<file path="config.mk">
export PLATFORM = sky130hd
export DESIGN_NAME = mem_ctrl
export DESIGN_NICKNAME = d
export VERILOG_FILES = /design/src/rtl/mem_ctrl.sv
export SDC_FILE = /design/constraint.sdc
export NUM_CORES = 1
export LEC_CHECK = 0
export BUFFER_PORTS_ARGS = -buffer_cell sky130_fd_sc_hd__buf_2
export CAP_MARGIN = 0
export CORE_MARGIN = 8
export CORE_UTILIZATION = 40
export CTS_BUF_LIST = sky130_fd_sc_hd__clkbuf_4
export DETAILED_ROUTE_END_ITERATION = 8
export PLACE_DENSITY = 0.65
export SLEW_MARGIN = 20
export SYNTH_ARGS = -nofsm -noshare
export SYNTH_HDL_FRONTEND = slang
export SYNTH_SLANG_ARGS = --single-unit
</file>
<file path="constraint.sdc">
create_clock -name clk_i -period 3 [get_ports clk_i]
set_input_delay 0.15 -clock clk_i [delete_from_list [all_inputs] [get_ports clk_i]]
set_output_delay 0.15 -clock clk_i [all_outputs]
set_load 0.01 [all_outputs]
</file>
<file path="src/rtl/mem_ctrl.sv">
// rtl/mem_ctrl.sv - byte-serial RAM controller arbitrating an instruction-fetch port and a load/store port
// Optional one-entry fetch buffer enabled with `define MEM_CTRL_IBUF_EN
module mem_ctrl (
    input  logic        clk_i,
    input  logic        rst_n_i,
    input  logic        if_req_i,
    input  logic [31:0] if_addr_i,
    output logic [31:0] if_data_o,
    output logic        if_done_o,
    input  logic        mem_req_i,
    input  logic        mem_we_i,
    input  logic [1:0]  mem_size_i,
    input  logic [31:0] mem_addr_i,
    input  logic [31:0] mem_wdata_i,
    output logic [31:0] mem_rdata_o,
    output logic        mem_done_o,
    output logic [31:0] ram_a_o,
    output logic [7:0]  ram_dout_o,
    input  logic [7:0]  ram_din_i,
    output logic        ram_wr_o,
    output logic        if_stall_req_o,
    output logic        mem_stall_req_o
);
    typedef enum logic [1:0] {IDLE = 2'd0, READ = 2'd1, WRITE = 2'd2} state_t;

    state_t      state_q, state_d;
    logic [1:0]  cnt_q, cnt_d;
    logic [1:0]  last_q, last_d;
    logic [1:0]  cap_lane_q, cap_lane_d;
    logic [31:0] base_q, base_d;
    logic [31:0] wdata_q, wdata_d;
    logic [31:0] rbuf_q, rbuf_d;
    logic [31:0] if_data_q, if_data_d;
    logic [31:0] mem_rdata_q, mem_rdata_d;
    logic        tag_mem_q, tag_mem_d;
    logic        drain_q, drain_d;
    logic        cap_vld_q, cap_vld_d;
    logic        if_done_q, if_done_d;
    logic        mem_done_q, mem_done_d;
    logic [31:0] rd_word;
    logic        fetch_hit;
    logic [31:0] hit_data;

    function automatic logic [1:0] size_last(input logic [1:0] size);
        case (size)
            2'b00:   return 2'd0;
            2'b01:   return 2'd1;
            default: return 2'd3;
        endcase
    endfunction

`ifdef MEM_CTRL_IBUF_EN
    logic        ibuf_vld_q;
    logic [29:0] ibuf_tag_q;
    logic [31:0] ibuf_data_q;
    logic        fetch_fill;
    logic        store_inval;

    assign fetch_hit   = ibuf_vld_q && (ibuf_tag_q == if_addr_i[31:2]);
    assign hit_data    = ibuf_data_q;
    assign fetch_fill  = (state_q == READ) && drain_q && !tag_mem_q;
    assign store_inval = (state_q == IDLE) && mem_req_i && !mem_done_q && mem_we_i
                         && (mem_addr_i[31:2] == ibuf_tag_q);

    always_ff @(posedge clk_i) begin
        if (!rst_n_i) begin
            ibuf_vld_q  <= 1'b0;
            ibuf_tag_q  <= '0;
            ibuf_data_q <= '0;
        end else if (fetch_fill) begin
            ibuf_vld_q  <= 1'b1;
            ibuf_tag_q  <= base_q[31:2];
            ibuf_data_q <= rd_word;
        end else if (store_inval) begin
            ibuf_vld_q  <= 1'b0;
        end
    end
`else
    assign fetch_hit = 1'b0;
    assign hit_data  = '0;
`endif

    assign if_stall_req_o  = if_req_i & ~if_done_q;
    assign mem_stall_req_o = mem_req_i & ~mem_done_q;
    assign if_data_o       = if_data_q;
    assign if_done_o       = if_done_q;
    assign mem_rdata_o     = mem_rdata_q;
    assign mem_done_o      = mem_done_q;

    always_comb begin
        state_d     = state_q;
        cnt_d       = cnt_q;
        last_d      = last_q;
        base_d      = base_q;
        wdata_d     = wdata_q;
        tag_mem_d   = tag_mem_q;
        drain_d     = drain_q;
        cap_lane_d  = cap_lane_q;
        cap_vld_d   = 1'b0;
        if_data_d   = if_data_q;
        mem_rdata_d = mem_rdata_q;
        if_done_d   = 1'b0;
        mem_done_d  = 1'b0;
        ram_a_o     = '0;
        ram_dout_o  = '0;
        ram_wr_o    = 1'b0;

        // The byte addressed in the previous cycle arrives now; merge it into its lane
        rd_word = rbuf_q;
        if (cap_vld_q) begin
            rd_word[{cap_lane_q, 3'b000} +: 8] = ram_din_i;
        end
        rbuf_d = rd_word;

        case (state_q)
            IDLE: begin
                if (mem_req_i && !mem_done_q) begin
                    base_d    = mem_addr_i;
                    wdata_d   = mem_wdata_i;
                    last_d    = size_last(mem_size_i);
                    tag_mem_d = 1'b1;
                    cnt_d     = 2'd0;
                    drain_d   = 1'b0;
                    rbuf_d    = '0;
                    state_d   = mem_we_i ? WRITE : READ;
                end else if (if_req_i && !if_done_q) begin
                    if (fetch_hit) begin
                        if_done_d = 1'b1;
                        if_data_d = hit_data;
                    end else begin
                        base_d    = if_addr_i;
                        last_d    = 2'd3;
                        tag_mem_d = 1'b0;
                        cnt_d     = 2'd0;
                        drain_d   = 1'b0;
                        rbuf_d    = '0;
                        state_d   = READ;
                    end
                end
            end
            READ: begin
                if (!drain_q) begin
                    ram_a_o    = base_q + {30'd0, cnt_q};
                    cap_vld_d  = 1'b1;
                    cap_lane_d = cnt_q;
                    if (cnt_q == last_q) begin
                        drain_d = 1'b1;
                    end else begin
                        cnt_d = cnt_q + 2'd1;
                    end
                end else begin
                    // Last byte lands this cycle; publish the word and free the bus
                    state_d = IDLE;
                    drain_d = 1'b0;
                    cnt_d   = 2'd0;
                    if (tag_mem_q) begin
                        mem_done_d  = 1'b1;
                        mem_rdata_d = rd_word;
                    end else begin
                        if_done_d = 1'b1;
                        if_data_d = rd_word;
                    end
                end
            end
            WRITE: begin
                ram_a_o    = base_q + {30'd0, cnt_q};
                ram_dout_o = wdata_q[{cnt_q, 3'b000} +: 8];
                ram_wr_o   = 1'b1;
                if (cnt_q == last_q) begin
                    state_d    = IDLE;
                    cnt_d      = 2'd0;
                    mem_done_d = 1'b1;
                end else begin
                    cnt_d = cnt_q + 2'd1;
                end
            end
            default: begin
                state_d = IDLE;
                cnt_d   = 2'd0;
                drain_d = 1'b0;
            end
        endcase
    end

    always_ff @(posedge clk_i) begin
        if (!rst_n_i) begin
            state_q     <= IDLE;
            cnt_q       <= '0;
            last_q      <= '0;
            base_q      <= '0;
            wdata_q     <= '0;
            rbuf_q      <= '0;
            tag_mem_q   <= 1'b0;
            drain_q     <= 1'b0;
            cap_vld_q   <= 1'b0;
            cap_lane_q  <= '0;
            if_data_q   <= '0;
            mem_rdata_q <= '0;
            if_done_q   <= 1'b0;
            mem_done_q  <= 1'b0;
        end else begin
            state_q     <= state_d;
            cnt_q       <= cnt_d;
            last_q      <= last_d;
            base_q      <= base_d;
            wdata_q     <= wdata_d;
            rbuf_q      <= rbuf_d;
            tag_mem_q   <= tag_mem_d;
            drain_q     <= drain_d;
            cap_vld_q   <= cap_vld_d;
            cap_lane_q  <= cap_lane_d;
            if_data_q   <= if_data_d;
            mem_rdata_q <= mem_rdata_d;
            if_done_q   <= if_done_d;
            mem_done_q  <= mem_done_d;
        end
    end
endmodule

</file>
==> results.sh, run 1 <==
export IMPL_vias_per_cell=5.21
export IMPL_tritoncts="done"
export IMPL_skew_ns=0.0199
export IMPL_r2r_setup_slack_ns=0.28
export IMPL_cts_max_level=4
export IMPL_cts_made_buffers=17
export IMPL_pre_cts_slack_ns=0.507
export IMPL_num_vias=7465
export IMPL_synthArstFlopShare_pct=0
export IMPL_final_cell_mix="buf_2, dfxtp_1, nand2_1"
export IMPL_max_freq_ghz=0.348
export IMPL_post_synth_and_or_nand_nor_area_fraction_pct=22.7
export IMPL_io_buffers=219
export IMPL_hpwlAfterDp_um=15300
export IMPL_rsz0062_at_grt="no"
export IMPL_hold_viol=0
export IMPL_synth_top_family_by_area="simple AND/OR/NAND/NOR gates"
export IMPL_grt_total_usage_pct=19.4
export IMPL_synthXorXnorAreaFrac_pct=1.41
export IMPL_synth_net_count=1006
export IMPL_area_growth_pct=37.8
export IMPL_worst_pin_slew_ns=0.749
export IMPL_min_path_type="in2reg"
export IMPL_maxSlewHeadroom_pct=50.0
export IMPL_first_global_vias=7297
export IMPL_cp_arrival_ns=2.73
export IMPL_fp_dieH_um=152
export IMPL_p_per_area_nw_per_um2=497
export IMPL_cp_slowest_stage_delay_ns=0.61
export IMPL_wirelength_um=23100
export IMPL_setup_slack_ns=0.124
export IMPL_status="finished clean"
export IMPL_worst_endpoint_required_ns=2.85
export IMPL_crit_path_max_fanout=11
export IMPL_dieArea_um2=23200
export IMPL_wl_per_cell_um=16.1
export IMPL_cts_setup_buffers=0
export IMPL_finalMaxSlewViolations=0
export IMPL_root_buffer="clkbuf_4"
export IMPL_synth_compound_area_share_pct=20.4
export IMPL_die_w_um=152
export IMPL_fin_crit_ns=2.88
export IMPL_grt_max_degree=91
export IMPL_setup_viol=0
export IMPL_row_count=50
export IMPL_cp_cell_sequence="nand4_1, or4_4, or4_1, a21oi_1, buf_2"
export IMPL_cp_end_kind="output port"
export IMPL_synth_mux_area_share_pct=2.83
export IMPL_core_area_um2=18500
export IMPL_yosysSeqAreaShare_pct=46.6
export IMPL_final_common_cell="buf_2"
export IMPL_clkSinkCount=173
export IMPL_synth_edf_count=0
export IMPL_fin_nets=1307
export IMPL_clk_pin_slew_worst_paths_ns=0.16
export IMPL_syn_mean_instance_area_um2=8.40
export IMPL_start_util_pct=40.3
export IMPL_drv_cap=0
export IMPL_drive_gt1_share_pct=25.0
export IMPL_irDropWorstVdd_uv=333
export IMPL_whs_ns=0.313
export IMPL_drc=0
export IMPL_drt_iter0_markers=391
export IMPL_regArea_um2=3470
export IMPL_antenna_found_initial=1
export IMPL_period_share_pct=95.9
export IMPL_final_antenna_net_count=0
export IMPL_yosys_cell_types_count=50
export IMPL_grt_pass1_wl_um=37400
export IMPL_leakage_nw=4.16
export IMPL_multi_input_area_um2=3730
export IMPL_critPathSlowestCell="or4_4"
export IMPL_clockBufferDepth=2
export IMPL_yosys_warnings=0
export IMPL_synthCells=884
export IMPL_path_class="reg2out"
export IMPL_gp_congestion=0.868
export IMPL_dr_pass1_iters=5
export IMPL_netlist_area_um2=7430
export IMPL_floorplan_io_pins=220
export IMPL_cp_start_kind="flop"
export IMPL_nFillCells=1698
export IMPL_clock_latency_ns=0.55
export IMPL_synth_flop_cell="dfxtp_1"
export IMPL_ys_seq_elements=173
export IMPL_synthAdderAreaFrac_pct=1.95
export IMPL_grt_remaining_overflow=0
export IMPL_setup_tns_final_ns=0
## through the flow
stage	area [um2]	instances	power [mW]	util (%)
floorplan	7430	884	3.12	-
global placement	8730	1287	3.41	47.3
detailed placement	8730	1287	3.42	47.3
CTS	10200	1431	5.11	55.2
global route	10200	1433	5.35	55.5
finish	10200	1433	5.08	55.5
## worst max-delay path, delay by kind of cell (launching register included)
| family | cells | cell delay [ns] |
|---|---|---|
| buffers and inverters | 1 | 0.17 |
| flip-flops | 1 | 0.42 |
| AND/OR/NAND/NOR | 3 | 1.35 |
| AO/OA/AOI/OAI | 1 | 0.22 |
## synthesized netlist by cell type (2+ instances only)
cell type | n | area, um2
dfxtp_1 | 173 | 3460
nand2_1 | 152 | 571
nor2_1 | 145 | 544
a211oi_1 | 64 | 480
a21oi_1 | 59 | 295
clkbuf_1 | 57 | 214
a311oi_1 | 33 | 289
a22oi_1 | 30 | 225
or4_1 | 16 | 120
nand3_1 | 15 | 75.1
o31ai_1 | 13 | 97.6
inv_1 | 12 | 45.0
and2_1 | 11 | 68.8
ha_1 | 10 | 125
mux4_2 | 8 | 180
nand2b_1 | 8 | 50.1
o21ai_0 | 7 | 35.0
xor2_1 | 7 | 61.3
buf_1 | 6 | 22.5
or3_1 | 6 | 37.5
and3_1 | 5 | 31.3
xnor2_1 | 5 | 43.8
nor4_1 | 4 | 25.0
and4_1 | 3 | 26.3
mux2i_1 | 3 | 30.0
nand4_1 | 3 | 18.8
nor2b_1 | 3 | 18.8
nor3_1 | 3 | 15.0
nor4b_2 | 2 | 30.0
## logic make-up after synthesis
group,after synthesis
multiplexers,11
buffers and inverters,78
AND/OR/NAND/NOR,382
XOR/XNOR,12
adder cells (fa/ha/maj),11
AO/OA/AOI/OAI,217
flip-flops,173
## layer usage
layer	GRT usage, %	routed length (um)	share of wire, %
met5	0	0	0
met4	7.00	426	1.8
met3	4.99	1240	5.4
met2	32.4	11000	48
met1	23.8	10400	45
## registers in the layout, indices dropped and copies added (netlist names), 2 cells and up
signal       flops
rbuf_q          32
mem_rdata_o     32
wdata_q         32
last_q           2
base_q          32
state_q          2
cap_lane_q       2
if_data_o       32
cnt_q            2
## layout make-up
type                            instances  share of cell area (%)
Clock inverter                         15                    2.01
Tap cell                              234                    2.86
Clock buffer                           17                    1.25
Sequential cell                       173                    33.9
Inverter                               13                   0.501
Timing Repair Buffer                  346                    23.0
Multi-Input combinational cell        634                    36.4
Antenna cell                            1                  0.0245
## where the power goes
group,internal [mW],switching [mW]
clock network,0.609,0.895
logic,0.477,0.509
registers,2.45,0.143
## worst paths after layout
kind                                   from     endpoint  depth (start not counted)
worst min-delay path               if_req_i     cnt_q[1]                          5
worst min register to register  wdata_q[16]  wdata_q[16]                          2
worst max-delay path             base_q[16]  ram_a_o[25]                          5
worst max register to register   mem_done_o   state_q[1]                          8
## timing repair
action	CTS	global route
gates resized for setup	6	8
gates cloned	0	1
pin swaps	0	1
setup endpoints to repair	3	14
hold buffers	112	0
endpoints found under the hold margin	93	0
Note: power is estimated with default switching activity, not from simulation.
==> run 2, diff against run 1 <==
Settings changed: CELL_PAD_IN_SITES_DETAIL_PLACEMENT set to 0, CELL_PAD_IN_SITES_GLOBAL_PLACEMENT set to 1, CORE_UTILIZATION 40 to 39, PLACE_DENSITY 0.65 to 0.83.
==> run 2 against run 1 <==
Compared with the run above:
- first-iteration DRC count rose by 14%
- critical path type unchanged
- sequential power hardly changed
- clock skew up 0.011 ns
- total power is 1.5% lower
- sequential share of layout area hardly changed
- clock power is 5% lower
- setup slack improved by 0.043 ns
- register-to-register slack worse by 0.03 ns
- die area up 2.3%
- hold slack got worse by 0.038 ns
- final cell count hardly changed
- largest cell class unchanged
- combinational power grew 0.4%
==> results.sh, run 2 (synthesized netlist as in run 1, its figures left out) <==
export IMPL_cts_setup_buffers=0
export IMPL_finalMaxSlewViolations=0
export IMPL_maxSlewHeadroom_pct=45.5
export IMPL_core_area_um2=18700
export IMPL_hold_viol=0
export IMPL_first_global_vias=7304
export IMPL_p_int_mw=3.40
export IMPL_tritoncts="done"
export IMPL_cp_arrival_ns=2.68
export IMPL_irDropWorstVdd_uv=215
export IMPL_final_antenna_net_count=0
export IMPL_fin_total_pwr_mw=5.01
export IMPL_num_vias=7459
export IMPL_root_buffer="clkbuf_4"
export IMPL_fin_nets=1305
export IMPL_area_growth_pct=37.7
export IMPL_final_cell_mix="buf_2, dfxtp_1, nand2_1"
export IMPL_floorplan_io_pins=220
export IMPL_clk_pin_slew_worst_paths_ns=0.16
export IMPL_swShare_pct=32.1
export IMPL_skew_ns=0.0308
export IMPL_row_count=50
export IMPL_cp_buffers_inverters=1
export IMPL_cp_top_family="simple AND/OR/NAND/NOR gates"
export IMPL_grt_total_usage_pct=19.2
export IMPL_vias_per_cell=5.20
export IMPL_pwr_share_comb_pct=19.8
export IMPL_placed_cell_area_um2=8730
export IMPL_p_per_area_nw_per_um2=489
export IMPL_setup_slack_ns=0.167
export IMPL_cp_slowest_stage_delay_ns=0.43
export IMPL_nFillCells=1760
export IMPL_drv_cap=0
export IMPL_setup_tns_final_ns=0
export IMPL_clock_power_share_pct=28.4
export IMPL_clkSinkCount=173
export IMPL_drive_gt1_share_pct=25.0
export IMPL_min_path_type="in2reg"
export IMPL_rsz0062_at_grt="no"
export IMPL_r2r_setup_slack_ns=0.25
export IMPL_hpwlAfterDp_um=15900
export IMPL_gp_congestion=0.812
export IMPL_status="finished clean"
export IMPL_final_common_cell="buf_2"
export IMPL_pre_cts_slack_ns=0.524
export IMPL_critPathSlowestCell="or3_4"
export IMPL_grt_remaining_overflow=0
export IMPL_grt_max_degree=70
export IMPL_drt_iter0_markers=445
export IMPL_crit_path_max_fanout=6
export IMPL_setup_viol=0
export IMPL_io_buffers=219
export IMPL_max_freq_ghz=0.353
export IMPL_p_switching_mw=1.61
export IMPL_dr_pass1_iters=5
export IMPL_grt_pass1_wl_um=37600
export IMPL_cts_made_buffers=17
export IMPL_path_class="reg2out"
export IMPL_antenna_found_initial=4
export IMPL_die_w_um=154
export IMPL_cts_max_level=4
export IMPL_fin_crit_ns=2.83
export IMPL_fp_dieH_um=154
export IMPL_cp_end_kind="output port"
export IMPL_worst_endpoint_required_ns=2.85
export IMPL_period_share_pct=94.4
export IMPL_dieArea_um2=23700
export IMPL_leakage_nw=4.15
export IMPL_seq_power_share_pct=51.8
export IMPL_postLayoutCoreUtil_pct=54.7
export IMPL_whs_ns=0.275
export IMPL_place_inst=1286
export IMPL_wl_per_cell_um=16.3
export IMPL_final_area_um2=10200
export IMPL_cp_cell_sequence="ha_1, fa_2, nand3_1, or3_4, or4_1, a21oi_1, buf_2"
export IMPL_clock_latency_ns=0.57
export IMPL_final_cells=1434
export IMPL_start_util_pct=39.7
export IMPL_wirelength_um=23400
export IMPL_cp_start_kind="flop"
export IMPL_drc=0
export IMPL_worst_pin_slew_ns=0.816
export IMPL_clockBufferDepth=2
## run 2: cell types whose count changed in the layout (fill, tap and decap cells not counted), sizes merged
cell	delta
clkinv	+1
bufinv	-2
diode	+3
inv	+2
or4	-1
buf	-1
clkinvlp	-1
## run 2: power by group through the flow
stage	Combinational, mW	Clock, mW	Sequential, mW
2_1_floorplan	0.525	0	2.60
3_3_place_gp	0.792	0	2.63
3_5_place_dp	0.792	0	2.64
4_1_cts	0.981	1.47	2.59
5_1_grt	1.10	1.55	2.62
6_report	0.990	1.42	2.59
## run 2: repair_timing
| action | in CTS | in global routing |
|---|---|---|
| hold endpoints to repair | 95 | 0 |
| resized for setup | 0 | 15 |
| hold buffers | 112 | 0 |
| setup endpoints to repair | 0 | 18 |
## run 2: area by class of cell
type | count | area (um2) | share of cell area, %
tap | 234 | 293 | 2.86
timing repair buffer | 345 | 2370 | 23.1
clock inverter | 15 | 191 | 1.87
clock buffer | 17 | 128 | 1.25
multi-input combinational | 633 | 3720 | 36.4
sequential | 173 | 3470 | 33.9
antenna | 4 | 10.0 | 0.0978
inverter | 13 | 51.3 | 0.501
## run 2: per-layer routing
metal  up-vias  track usage (%)  wire length (um)
met5         -                0                 0
met4         0             6.44               394
met3        28             4.85              1340
met2       219             31.6             10900
met1      3448             24.2             10700
li1       3764                -                 -
## run 2: final timing paths
path | start | endpoint | cells after the start
worst min-delay path | if_req_i | cnt_q[1] | 5
worst max register to register | mem_done_o | state_q[1] | 9
worst max-delay path | base_q[0] | ram_a_o[28] | 7
worst min register to register | wdata_q[11] | wdata_q[11] | 2
## run 2: tightest hold or removal path: cells and delay by family
kind                   cells  cell delay (ns)
buffers and inverters      1             0.09
and+or+nand+nor            1             0.18
AOI/OAI and AO/OA          3             0.36
==> run 3, diff against run 2 <==
--- a/config.mk
+++ b/config.mk
@@ -11,8 +11,8 @@
 export CELL_PAD_IN_SITES_GLOBAL_PLACEMENT = 1
 export CORE_MARGIN = 8
-export CORE_UTILIZATION = 39
+export CORE_UTILIZATION = 25
 export CTS_BUF_LIST = sky130_fd_sc_hd__clkbuf_4
 export DETAILED_ROUTE_END_ITERATION = 8
-export PLACE_DENSITY = 0.83
+export PLACE_DENSITY = 0.58
 export SLEW_MARGIN = 20
 export SYNTH_ARGS = -nofsm -noshare
==> constraint.sdc (replaced) <==
create_clock -name clk_i -period 3 [get_ports clk_i]
set_input_delay 0.3 -clock clk_i [delete_from_list [all_inputs] [get_ports clk_i]]
set_output_delay 0.3 -clock clk_i [all_outputs]
set_load 0.01 [all_outputs]
==> run 3 against run 2 <==
Compared with the run above:
- total power grew 1.3%
- hold slack lost 0.15 ns
- global-route usage shrank 4.8 points
- clock-buffer cell count is the same
- die area grew 50%
- clock power is essentially flat
- sequential cell count is the same
- first-iteration DRC count shrank 5.4%
- sequential power is essentially flat
- clock skew grew 0.0079 ns
- wire length grew 13%
- final cell count grew 11%
- critical path type unchanged
- critical endpoint unchanged
- largest cell class unchanged
==> results.sh, run 3 (synthesized netlist as in run 1, its figures left out) <==
export IMPL_period_share_pct=97.9
export IMPL_clk_pin_slew_worst_paths_ns=0.18
export IMPL_grt_remaining_overflow=0
export IMPL_nFillCells=3183
export IMPL_grt_total_usage_pct=14.4
export IMPL_row_count=63
export IMPL_root_buffer="clkbuf_4"
export IMPL_worst_pin_slew_ns=0.772
export IMPL_gp_congestion=0.806
export IMPL_dieArea_um2=35500
export IMPL_drive_gt1_share_pct=28.1
export IMPL_min_path_type="in2reg"
export IMPL_worstHoldStart="ram_din_i[7]"
export IMPL_holdPathEnd="rbuf_q[23]"
export IMPL_path_class="reg2out"
export IMPL_clkSinkCount=173
export IMPL_crit_path_max_fanout=6
export IMPL_r2r_end="if_data_o[29]"
export IMPL_finalMaxSlewViolations=0
export IMPL_floorplan_io_pins=220
export IMPL_drc=0
export IMPL_cts_max_level=4
export IMPL_final_common_cell="buf_2"
export IMPL_cts_made_buffers=17
export IMPL_irDropWorstVdd_uv=238
export IMPL_hold_path_cell_count=3
export IMPL_status="finished clean"
export IMPL_wl_per_cell_um=16.6
export IMPL_num_vias=7464
export IMPL_antenna_found_initial=1
export IMPL_leakage_nw=4.19
export IMPL_wirelength_um=26400
export IMPL_grt_max_degree=65
export IMPL_core_area_um2=29500
export IMPL_tritoncts="done"
export IMPL_final_cell_mix="buf_2, dfxtp_1, nand2_1"
export IMPL_area_growth_pct=41.6
export IMPL_setup_tns_final_ns=0
export IMPL_drv_cap=0
export IMPL_clockBufferDepth=2
export IMPL_cp_arrival_ns=2.64
export IMPL_cp_end_kind="output port"
export IMPL_die_w_um=188
export IMPL_r2r_setup_slack_ns=0.45
export IMPL_drt_iter0_markers=421
export IMPL_grt_pass1_wl_um=41600
export IMPL_max_freq_ghz=0.341
export IMPL_cp_start_kind="flop"
export IMPL_fp_dieH_um=188
export IMPL_reg2reg_from="cap_lane_q[0]"
export IMPL_first_global_vias=7448
export IMPL_p_per_area_nw_per_um2=482
export IMPL_maxSlewHeadroom_pct=48.4
export IMPL_start_util_pct=25.2
export IMPL_whs_ns=0.124
export IMPL_fin_nets=1311
export IMPL_reg2reg_depth=6
export IMPL_worst_endpoint_required_ns=2.70
export IMPL_final_antenna_net_count=0
export IMPL_io_buffers=219
export IMPL_skew_ns=0.0387
export IMPL_hpwlAfterDp_um=18500
export IMPL_dr_pass1_iters=5
export IMPL_vias_per_cell=4.69
export IMPL_rsz0062_at_grt="yes"
export IMPL_setup_viol=0
export IMPL_clock_latency_ns=0.58
export IMPL_fin_crit_ns=2.94
export IMPL_hold_viol=0
## run 3: worst max path at each step
stage | from | to | slack [ns] | depth (start not counted)
floorplan | cnt_q[1] | ram_a_o[25] | 0.75 | 6
global placement | base_q[7] | ram_a_o[31] | 0.34 | 5
detailed placement | base_q[7] | ram_a_o[31] | 0.30 | 5
CTS | cnt_q[0] | ram_a_o[30] | 0.003 | 7
global route | base_q[14] | ram_a_o[21] | -0.09 | 5
finish | base_q[14] | ram_a_o[28] | 0.06 | 5
## run 3: final cells by class
| cell class | count | area (um2) | share of cell area, % |
|---|---|---|---|
| diodes | 1 | 2.50 | 0.0238 |
| clock buffers | 17 | 128 | 1.21 |
| clock inverters | 15 | 188 | 1.78 |
| inverters | 13 | 51.3 | 0.488 |
| multi-input cells | 635 | 3810 | 36.2 |
| flip-flops and latches | 173 | 3500 | 33.3 |
| well taps | 390 | 488 | 4.64 |
| repair buffers | 349 | 2350 | 22.4 |
## run 3: metal layers
layer	vias up	wire length, um	track usage, %
li1	3770	-	-
met1	3511	12600	18.6
met2	167	12200	23.7
met3	16	1270	3.51
met4	0	300	3.76
met5	-	0	0
## run 3: repair_timing
action | CTS | global route
setup endpoints to repair | 18 | 17
resized for setup | 19 | 27
gates cloned | 0 | 2
buffers inserted | 1 | 6
endpoints found under the hold margin | 68 | 0
hold buffers | 102 | 0
pin swaps | 1 | 16
## run 3: through the flow
| step | setup slack, ns | std cells | power [mW] | instance area [um2] | util, % |
|---|---|---|---|---|---|
| 6_report | 0.0632 | 1593 | 5.07 | 10500 | 35.7 |
| 4_1_cts | 0.00341 | 1584 | 5.13 | 10400 | 35.2 |
| 3_3_place_gp | 0.336 | 1449 | 3.47 | 8970 | 30.4 |
| 2_1_floorplan | 0.752 | 884 | 3.12 | 7430 | - |
| 5_1_grt | -0.0944 | 1593 | 5.39 | 10500 | 35.7 |
| 3_5_place_dp | 0.300 | 1449 | 3.46 | 8970 | 30.4 |
## run 3: worst max-delay path: stages, from the launching register on
cell	delay, ns
dfxtp_4	0.41
nand4_1	0.20
or4_4	0.66
or4_4	0.53
a21oi_2	0.12
buf_2	0.15
## run 3: power by group
part	switching [mW]	internal (mW)
clock network	1.04	0.409
registers	0.144	2.46
logic	0.546	0.480
